--- src/rtl/dmem_bus_pkg.sv ---
// Shared encodings and constants for the data-memory bus controller.
package dmem_bus_pkg;

    typedef enum logic [1:0] {
        ST_IDLE     = 2'd0,
        ST_RAM_WAIT = 2'd1,
        ST_PREQ     = 2'd2,
        ST_RESP     = 2'd3
    } bus_state_e;

    localparam int   TIMEOUT_DEFAULT = 15;
    localparam logic RESP_ERR_BIT    = 1'b0;

    // Address bit that separates RAM (0) from peripheral space (1).
    function automatic int sel_bit(input int addr_w);
        return addr_w - 1;
    endfunction

endpackage

--- src/rtl/bus_timeout_ctr.sv ---
// Clear/enable down-counter: expire_o flags the COUNT-th enabled cycle after clr_i.
// COUNT = 0 disables expiry entirely.
module bus_timeout_ctr #(
    parameter int COUNT = 15
) (
    input  logic clk_i,
    input  logic rst_i,
    input  logic clr_i,
    input  logic en_i,
    output logic expire_o
);

    localparam int W = (COUNT < 2) ? 1 : $clog2(COUNT);
    localparam logic [W-1:0] LOAD = (COUNT == 0) ? '0 : W'(COUNT - 1);

    logic [W-1:0] cnt_q;
    logic [W-1:0] cnt_d;

    always_comb begin
        cnt_d = cnt_q;
        if (clr_i) begin
            cnt_d = LOAD;
        end else if (en_i && (cnt_q != '0)) begin
            cnt_d = cnt_q - W'(1);
        end
    end

    always_ff @(posedge clk_i or posedge rst_i) begin
        if (rst_i) begin
            cnt_q <= '0;
        end else begin
            cnt_q <= cnt_d;
        end
    end

    assign expire_o = (COUNT != 0) && en_i && (cnt_q == '0);

endmodule

--- src/rtl/dmem_bus_ctrl.sv ---
// Data-memory bus controller: routes processor accesses to the synchronous RAM or to
// memory-mapped peripheral channels, stalling the processor while a response is pending.
module dmem_bus_ctrl
    import dmem_bus_pkg::*;
#(
    parameter int ADDR_W  = 12,
    parameter int DATA_W  = 32,
    parameter int N_CH    = 4,
    parameter int CH_W    = 2,
    parameter int RAM_LAT = 1,
    parameter int TIMEOUT = TIMEOUT_DEFAULT
) (
    input  logic                     clock,
    input  logic                     reset,
    input  logic [ADDR_W-1:0]        proc_addr,
    input  logic [DATA_W-1:0]        proc_wdata,
    input  logic                     proc_wren,
    input  logic                     proc_rden,
    output logic                     proc_stall,
    output logic [DATA_W-1:0]        proc_rdata,
    output logic                     proc_rvalid,
    output logic [ADDR_W-1:0]        ram_addr,
    output logic [DATA_W-1:0]        ram_wdata,
    output logic                     ram_wren,
    input  logic [DATA_W-1:0]        ram_q,
    output logic [N_CH-1:0]          per_valid,
    output logic                     per_wren,
    output logic [ADDR_W-2-CH_W:0]   per_addr,
    output logic [DATA_W-1:0]        per_wdata,
    input  logic [N_CH-1:0]          per_ready,
    input  logic [N_CH*DATA_W-1:0]   per_rdata,
    output logic                     bus_err,
    input  logic                     err_clr,
    output bus_state_e               dbg_state_o
);

    localparam int SEL   = sel_bit(ADDR_W);
    localparam int OFF_W = ADDR_W - 1 - CH_W;
    localparam logic [DATA_W-1:0] ERR_DATA = {DATA_W{RESP_ERR_BIT}};

    bus_state_e        state_q;
    logic [CH_W-1:0]   ch_q;
    logic [DATA_W-1:0] rdata_q;
    logic [N_CH-1:0]   per_valid_q;
    logic              per_wren_q;
    logic [OFF_W-1:0]  per_addr_q;
    logic [DATA_W-1:0] per_wdata_q;
    logic              bus_err_q;

    logic              idle;
    logic              req;
    logic              ram_hit;
    logic              mapped;
    logic [CH_W-1:0]   req_ch;
    logic [N_CH-1:0]   req_onehot;
    logic              sel_ready;
    logic [DATA_W-1:0] sel_rdata;
    logic              ram_start;
    logic              per_start;
    logic              ram_exp;
    logic              to_exp;

    assign idle      = (state_q == ST_IDLE);
    assign req       = proc_wren | proc_rden;
    assign ram_hit   = ~proc_addr[SEL];
    assign req_ch    = proc_addr[ADDR_W-2 -: CH_W];
    assign ram_start = idle & req & ~proc_wren & ram_hit;
    assign per_start = idle & req & ~ram_hit & mapped;

    // Channel decode for new requests, and per_ready/per_rdata of the latched channel only.
    always_comb begin
        mapped     = 1'b0;
        req_onehot = '0;
        sel_ready  = 1'b0;
        sel_rdata  = '0;
        for (int c = 0; c < N_CH; c++) begin
            if (req_ch == CH_W'(c)) begin
                mapped        = 1'b1;
                req_onehot[c] = 1'b1;
            end
            if (ch_q == CH_W'(c)) begin
                sel_ready = per_ready[c];
                sel_rdata = per_rdata[c*DATA_W +: DATA_W];
            end
        end
    end

    bus_timeout_ctr #(.COUNT(RAM_LAT)) u_ram_ctr (
        .clk_i    (clock),
        .rst_i    (reset),
        .clr_i    (ram_start),
        .en_i     (state_q == ST_RAM_WAIT),
        .expire_o (ram_exp)
    );

    bus_timeout_ctr #(.COUNT(TIMEOUT)) u_to_ctr (
        .clk_i    (clock),
        .rst_i    (reset),
        .clr_i    (per_start),
        .en_i     (state_q == ST_PREQ),
        .expire_o (to_exp)
    );

    // Handshake: per_valid[ch] and the per_* payload stay stable from PREQ entry until the
    // edge that samples per_ready[ch]=1 (the transfer) or the timeout; ready on that same
    // edge wins over the timeout.
    always_ff @(posedge clock or posedge reset) begin
        if (reset) begin
            state_q     <= ST_IDLE;
            ch_q        <= '0;
            rdata_q     <= '0;
            per_valid_q <= '0;
            per_wren_q  <= 1'b0;
            per_addr_q  <= '0;
            per_wdata_q <= '0;
            bus_err_q   <= 1'b0;
        end else begin
            if (err_clr) begin
                bus_err_q <= 1'b0;
            end
            case (state_q)
                ST_IDLE: begin
                    if (req) begin
                        if (ram_hit) begin
                            if (!proc_wren) begin
                                state_q <= ST_RAM_WAIT;
                            end
                        end else if (mapped) begin
                            state_q     <= ST_PREQ;
                            ch_q        <= req_ch;
                            per_valid_q <= req_onehot;
                            per_wren_q  <= proc_wren;
                            per_addr_q  <= proc_addr[OFF_W-1:0];
                            per_wdata_q <= proc_wdata;
                        end else begin
                            bus_err_q <= 1'b1;
                            if (!proc_wren) begin
                                rdata_q <= ERR_DATA;
                                state_q <= ST_RESP;
                            end
                        end
                    end
                end
                ST_RAM_WAIT: begin
                    if (ram_exp) begin
                        rdata_q <= ram_q;
                        state_q <= ST_RESP;
                    end
                end
                ST_PREQ: begin
                    if (sel_ready || to_exp) begin
                        per_valid_q <= '0;
                        if (!sel_ready) begin
                            bus_err_q <= 1'b1;
                        end
                        if (per_wren_q) begin
                            state_q <= ST_IDLE;
                        end else begin
                            rdata_q <= sel_ready ? sel_rdata : ERR_DATA;
                            state_q <= ST_RESP;
                        end
                    end
                end
                ST_RESP: begin
                    state_q <= ST_IDLE;
                end
                default: begin
                    state_q <= ST_IDLE;
                end
            endcase
        end
    end

    assign proc_stall  = ~idle;
    assign proc_rvalid = (state_q == ST_RESP);
    assign proc_rdata  = rdata_q;
    assign ram_addr    = proc_addr;
    assign ram_wdata   = proc_wdata;
    assign ram_wren    = idle & proc_wren & ram_hit;
    assign per_valid   = per_valid_q;
    assign per_wren    = per_wren_q;
    assign per_addr    = per_addr_q;
    assign per_wdata   = per_wdata_q;
    assign bus_err     = bus_err_q;
    assign dbg_state_o = state_q;

endmodule

--- config.mk ---
export PLATFORM = sky130hd
export DESIGN_NAME = dmem_bus_ctrl
export DESIGN_NICKNAME = d
export VERILOG_FILES = /design/src/rtl/dmem_bus_pkg.sv /design/src/rtl/bus_timeout_ctr.sv /design/src/rtl/dmem_bus_ctrl.sv
export SDC_FILE = /design/constraint.sdc
export NUM_CORES = 1
export LEC_CHECK = 0
export CORE_AREA = 4 4 131 133
export DETAILED_ROUTE_END_ITERATION = 12
export DIE_AREA = 0 0 135 137
export HOLD_SLACK_MARGIN = 0.08
export PLACE_DENSITY = 0.74
export SETUP_SLACK_MARGIN = 0.4
export SLEW_MARGIN = 30
export SYNTH_ARGS = -nofsm -noshare
export SYNTH_HDL_FRONTEND = slang
export SYNTH_HIERARCHICAL = 1
export SYNTH_SLANG_ARGS = --single-unit
--- constraint.sdc ---
create_clock -name clock -period 8.13 [get_ports clock]
set_input_delay 1.626 -clock clock [delete_from_list [all_inputs] [get_ports clock]]
set_output_delay 1.626 -clock clock [all_outputs]
set_load 0.005 [all_outputs]
Yosys cells after proc, flatten, opt, wreduce, memory -nomap -nowiden
Cells that the tools add are included.
Widths: inputs -> output; s select.
{"block": "classes", "addsub": 2, "eq_ne": 19, "n_mux": 49, "n_bitwise": 12, "n_reduce_logical": 18}
{"cell": "$mux 32", "n": 12}
{"cell": "$pmux 32 s3", "n": 1}
{"cell": "$mux 4", "n": 6}
{"cell": "$mux 1", "n": 19}
{"cell": "$mux 2", "n": 8}
{"cell": "$eq 2x2->1 const B", "n": 6}
{"cell": "$ne 2x2->1 const B", "n": 6}
{"cell": "$reduce_and 5->1", "n": 2}
{"cell": "$pmux 2 s4", "n": 1}
{"cell": "$pmux 4 s2", "n": 1}
{"cell": "$reduce_and 8->1", "n": 1}
{"cell": "$and 1x1->1", "n": 7}
{"cell": "$eq 2x1->1 const B", "n": 3}
{"cell": "$logic_not 2->1", "n": 3}
{"cell": "$reduce_bool 2->1", "n": 3}
{"cell": "$logic_and 1x1->1", "n": 4}
{"cell": "$logic_not 4->1", "n": 1}
{"cell": "$ne 2x1->1 const B", "n": 2}
{"cell": "$not 1->1", "n": 4}
{"cell": "$reduce_and 4->1", "n": 1}
{"cell": "$reduce_bool 4->1", "n": 1}
{"cell": "$sub 4x1->4 const B", "n": 1}
{"cell": "$ne 3x2->1 const B", "n": 1}
{"cell": "$ne 3x3->1 const B", "n": 1}
{"cell": "5 further kinds", "n": 5}
{"block": "word_totals", "ff_bits": 88, "elab_cells": 110}

Depth between registers and ports, before layout
{"block": "logic_depth", "word_depth": 9, "depth_mapped": 10, "mapped_depth_nobuf": 8}

Hierarchy
Netlist, hierarchy kept.
{"module": "dmem_bus_ctrl", "instances": 1, "cells_per_inst": 345, "area_per_inst_um2": 4978.5}
{"module": "bus_timeout_ctr (u_to_ctr)", "instances": 1, "cells_per_inst": 24, "area_per_inst_um2": 232.7}
{"module": "bus_timeout_ctr (u_ram_ctr)", "instances": 1, "cells_per_inst": 4, "area_per_inst_um2": 50.0}

Worst setup path before layout
Ideal clock, no wire load.
{"block": "synth_timing", "kind": "input to output", "startpoint": "input port proc_addr[11]", "endpoint": "output port ram_wren", "arrival_ps": 1851, "setup_slack_ps": 4653, "stages": 2, "n_path_buf": 0, "path_cell_list": "inv_1 -> and3_1"}
{"block": "synth_via", "elab_chain_cells": 2}
{"item": "from (decl)", "line_no": "dmem_bus_ctrl.sv:15", "text": "input logic [ADDR_W-1:0] proc_addr,"}
{"item": "$not 1->1", "line_no": "dmem_bus_ctrl.sv:65", "text": "assign ram_hit = ~proc_addr[SEL];"}
{"item": "$and 1x1->1", "line_no": "dmem_bus_ctrl.sv:179", "text": "assign ram_wren = idle & proc_wren & ram_hit;"}
{"item": "to (decl)", "line_no": "dmem_bus_ctrl.sv:24", "text": "output logic ram_wren,"}
No other way between the ends.

Worst setup path in the final report
Same ends and word-level chain as after synthesis.

==> summary.txt <==
Setup path
  • Critical path arrival: 3.07 ns
  • Setup Crit Path Kind: input port to output pin
  • R2R cell count: 7
  • Reg-to-Reg Start: dbg_state_o[0]$_DFFE_PP0P_
  • R2r endpoint: proc_rdata[20]$_DFFE_PP0P_
  • CP startpoint kind: input port
  • CP endpoint kind: output pin
  • Reg-to-reg slack, setup: 5.00 ns
  • Crit path max fanout: 7
  • Required @ worst endpoint: 6.50 ns

Yosys
  • Cell Area, Synth: 5261 µm²
  • Synth Area in Simple Gates: 3.971%
  • Synth area leader: dfrtp_1
  • Post-synth EDFFs: 0
  • Count leader, synth: dfrtp_1
  • Synth Area in Adders: 1.427%
  • Post-Synth XOR/XNOR Area: 0%
  • Post-synthesis register bit count: 88
  • FFs w/ async S/R, synth: 100.0%
  • Largest family of logic cells by synthesized area: multiplexers
  • Largest cells by area after synthesis: dfrtp_1, mux4_2, mux2_2
  • Distinct cells, synth: 45
  • Commonest cells in the netlist: dfrtp_1, mux2_2, buf_4
  • Post-Synthesis Net Count: 592
  • Synth warn: 6
  • Post-synthesis mux area share: 34.27%
  • Syn_area_per_cell: 14.11 µm²
  • Syn Inst Count: 373
  • Register area share after synthesis: 41.85%
  • Compound-Gate Fraction of Synth Area: 7.658%
  • Main flop type after synthesis: dfrtp_1
  • Synth top area share: 41.85%

Floorplanning
  • I/O pin cnt: 341
  • Initial core utilization: 33.24%
  • Die area: 18,500 µm²
  • Die Span Y: 137 µm
  • # rows: 46
  • Die width: 135 µm
  • Core ar.: 15,830 µm²

Finish
  • Final #Nets: 872
  • Inserted Diodes: 0
  • Fill cells: 1,301
  • Layout Utilization: 55.28%
  • Synthesis-to-finish area growth: 66.30%
  • Share of cells above drive strength 1: 21.46%

Min path
  • HP Start: per_wdata[19]$_DFFE_PP0P_
  • Worst min path class: flop to flop
  • Hold Path End: per_wdata[19]$_DFFE_PP0P_
  • Hold path cells: 1

GRT
  • Number of global-route vias before repair: 4,952
  • GRT Total Usage: 19.08%
  • Largest net degree at the start of global routing: 54
  • Initial antenna violation count: 0
  • First-pass GRT wire length: 27,260 µm
  • Global route overflow: 0

Clock tree
  • H-tree levels: 3
  • CTS resizes: 0
  • Total CTS buffers: 9
  • CTS tree: done
  • Hold_buf cts: 0
  • CTS root buf: clkbuf_16
  • CTS Buffer Depth: 2
  • Clock sink total: 88
  • Worst skew pair latency: 0.34 ns
  • Post-CTS Setup Inserts: 0
  • Clock-pin slew on the worst setup and hold paths: 0.06 ns

Drt
  • Via Count: 4,373
  • WL/cell: 21.00 µm
  • Drt initial violations: 145
  • Initial DRT Pass Iterations: 4
  • Via/cell ratio: 5.009
  • Residual DRC count: 0
  • WL final: 18,330 µm
  • Final ANT Viol Nets: 0

STA
  • Worst setup margin: 3.435 ns
  • Final setup vio count: 0
  • Worst Skew: 0.007109 ns
  • Setup TNS: 0 ns
  • Worst-Margin Slew: 0.9086 ns
  • Worst relative slew slack: 39.43%
  • Fin crit share: 57.75%
  • Fin. Hold Viols: 0
  • Fin. max-slew vios: 0
  • Minimum clock period: 4.695 ns
  • RSZ-0062 raised after global routing: false
  • Fmax: 213.0 MHz

Job
  • Number of max-cap violations: 0

Placement
  • HPWL after detailed placement: 14,280 µm
  • Number of port buffers: 340
  • Dpl ws: 3.469 ns
  • Gp weighted congestion: 0.7999

Power and ir drop
  • P_leak: 0.003492 µW
  • Peak supply drop: 0.2255 mV
  • PwrDens: 315.7 nW/µm²

Run status
  • Status: finished clean
-- power breakdown --
group | internal (µW) | leakage [µW] | switching (µW)
sequential | 628 | 0.00109 | 160
combinational | 976 | 0.00226 | 589
clock | 245 | 0.000139 | 165
total | 1850 | 0.00349 | 914
-- worst max-delay path, stage by stage --
cell	delay [ns]
clkdlybuf4s50_1	0.53
inv_1	0.17
and3_1	0.21
clkdlybuf4s50_1	0.52
-- layout make-up --
class / count / area, µm² / share of cell area [%]
clock inverters: 3 / 42.54 / 0.4862
repair buffers: 342 / 3418 / 39.07
multi-input cells: 198 / 2514 / 28.73
clock buffers: 12 / 246.5 / 2.817
well taps: 216 / 270.3 / 3.089
inverters: 14 / 53.80 / 0.6149
flip-flops and latches: 88 / 2205 / 25.20
-- kinds of logic (layout without fill, tap and decap cells) --
kind of cell               Yosys count  in the layout
buffers and inverters               87            371
muxes                              118            118
AOI/OAI and AO/OA                   43             43
adders and majority gates            6              6
DFF                                 88             88
and+or+nand+nor                     31             31
-- worst max-delay path by stage --
stage,from,end,depth (start not counted)
floorplan,reset,bus_err$_DFF_PP0_,1
global placement,proc_addr[11],ram_wren,4
detailed placement,proc_addr[11],ram_wren,4
CTS,proc_addr[11],ram_wren,4
global route,proc_addr[11],ram_wren,4
finish,proc_addr[11],ram_wren,4
-- sequential cells by signal, summed over array words and instances (netlist names) --
signal,flops
bus_err,1
ch_q,2
dbg_state_o,2
per_addr,9
per_valid,4
per_wdata,32
per_wren,1
proc_rdata,32
u_ram_ctr/cnt_q,1
u_to_ctr/cnt_q,4
-- metal layers --
metal  routed length (µm)  share of wire [%]  track usage [%]
met1                 6328                 35            19.90
met5                    0                  0                0
met4                  490                2.7            7.335
met2                 9950                 54            36.13
met3                 1562                8.5            5.478
-- placed cells by master, fill, tap and decap left out, types with 4 or more instances in the layout --
master and count:
clkdlybuf4s50_1 340, dfrtp_1 86, mux2_2 53, a32o_1 32, mux4_2 31, mux2_4 30, inv_1 13, clkbuf_16 9
nand2_1 5, nor2_1 4, ha_1 4
-- metrics by stage --
stage	total power, µW	hold WS [ns]	instances	cell area, µm²
3_3_place_gp	2325	0.4885	858	8444
5_1_grt	2930	0.5188	873	8750
2_1_floorplan	1739	0.4828	373	5261
4_1_cts	2802	0.5067	873	8736
6_report	2762	0.5046	873	8750
3_5_place_dp	2378	0.4921	858	8447
Note: power is estimated with default switching activity, not from simulation.
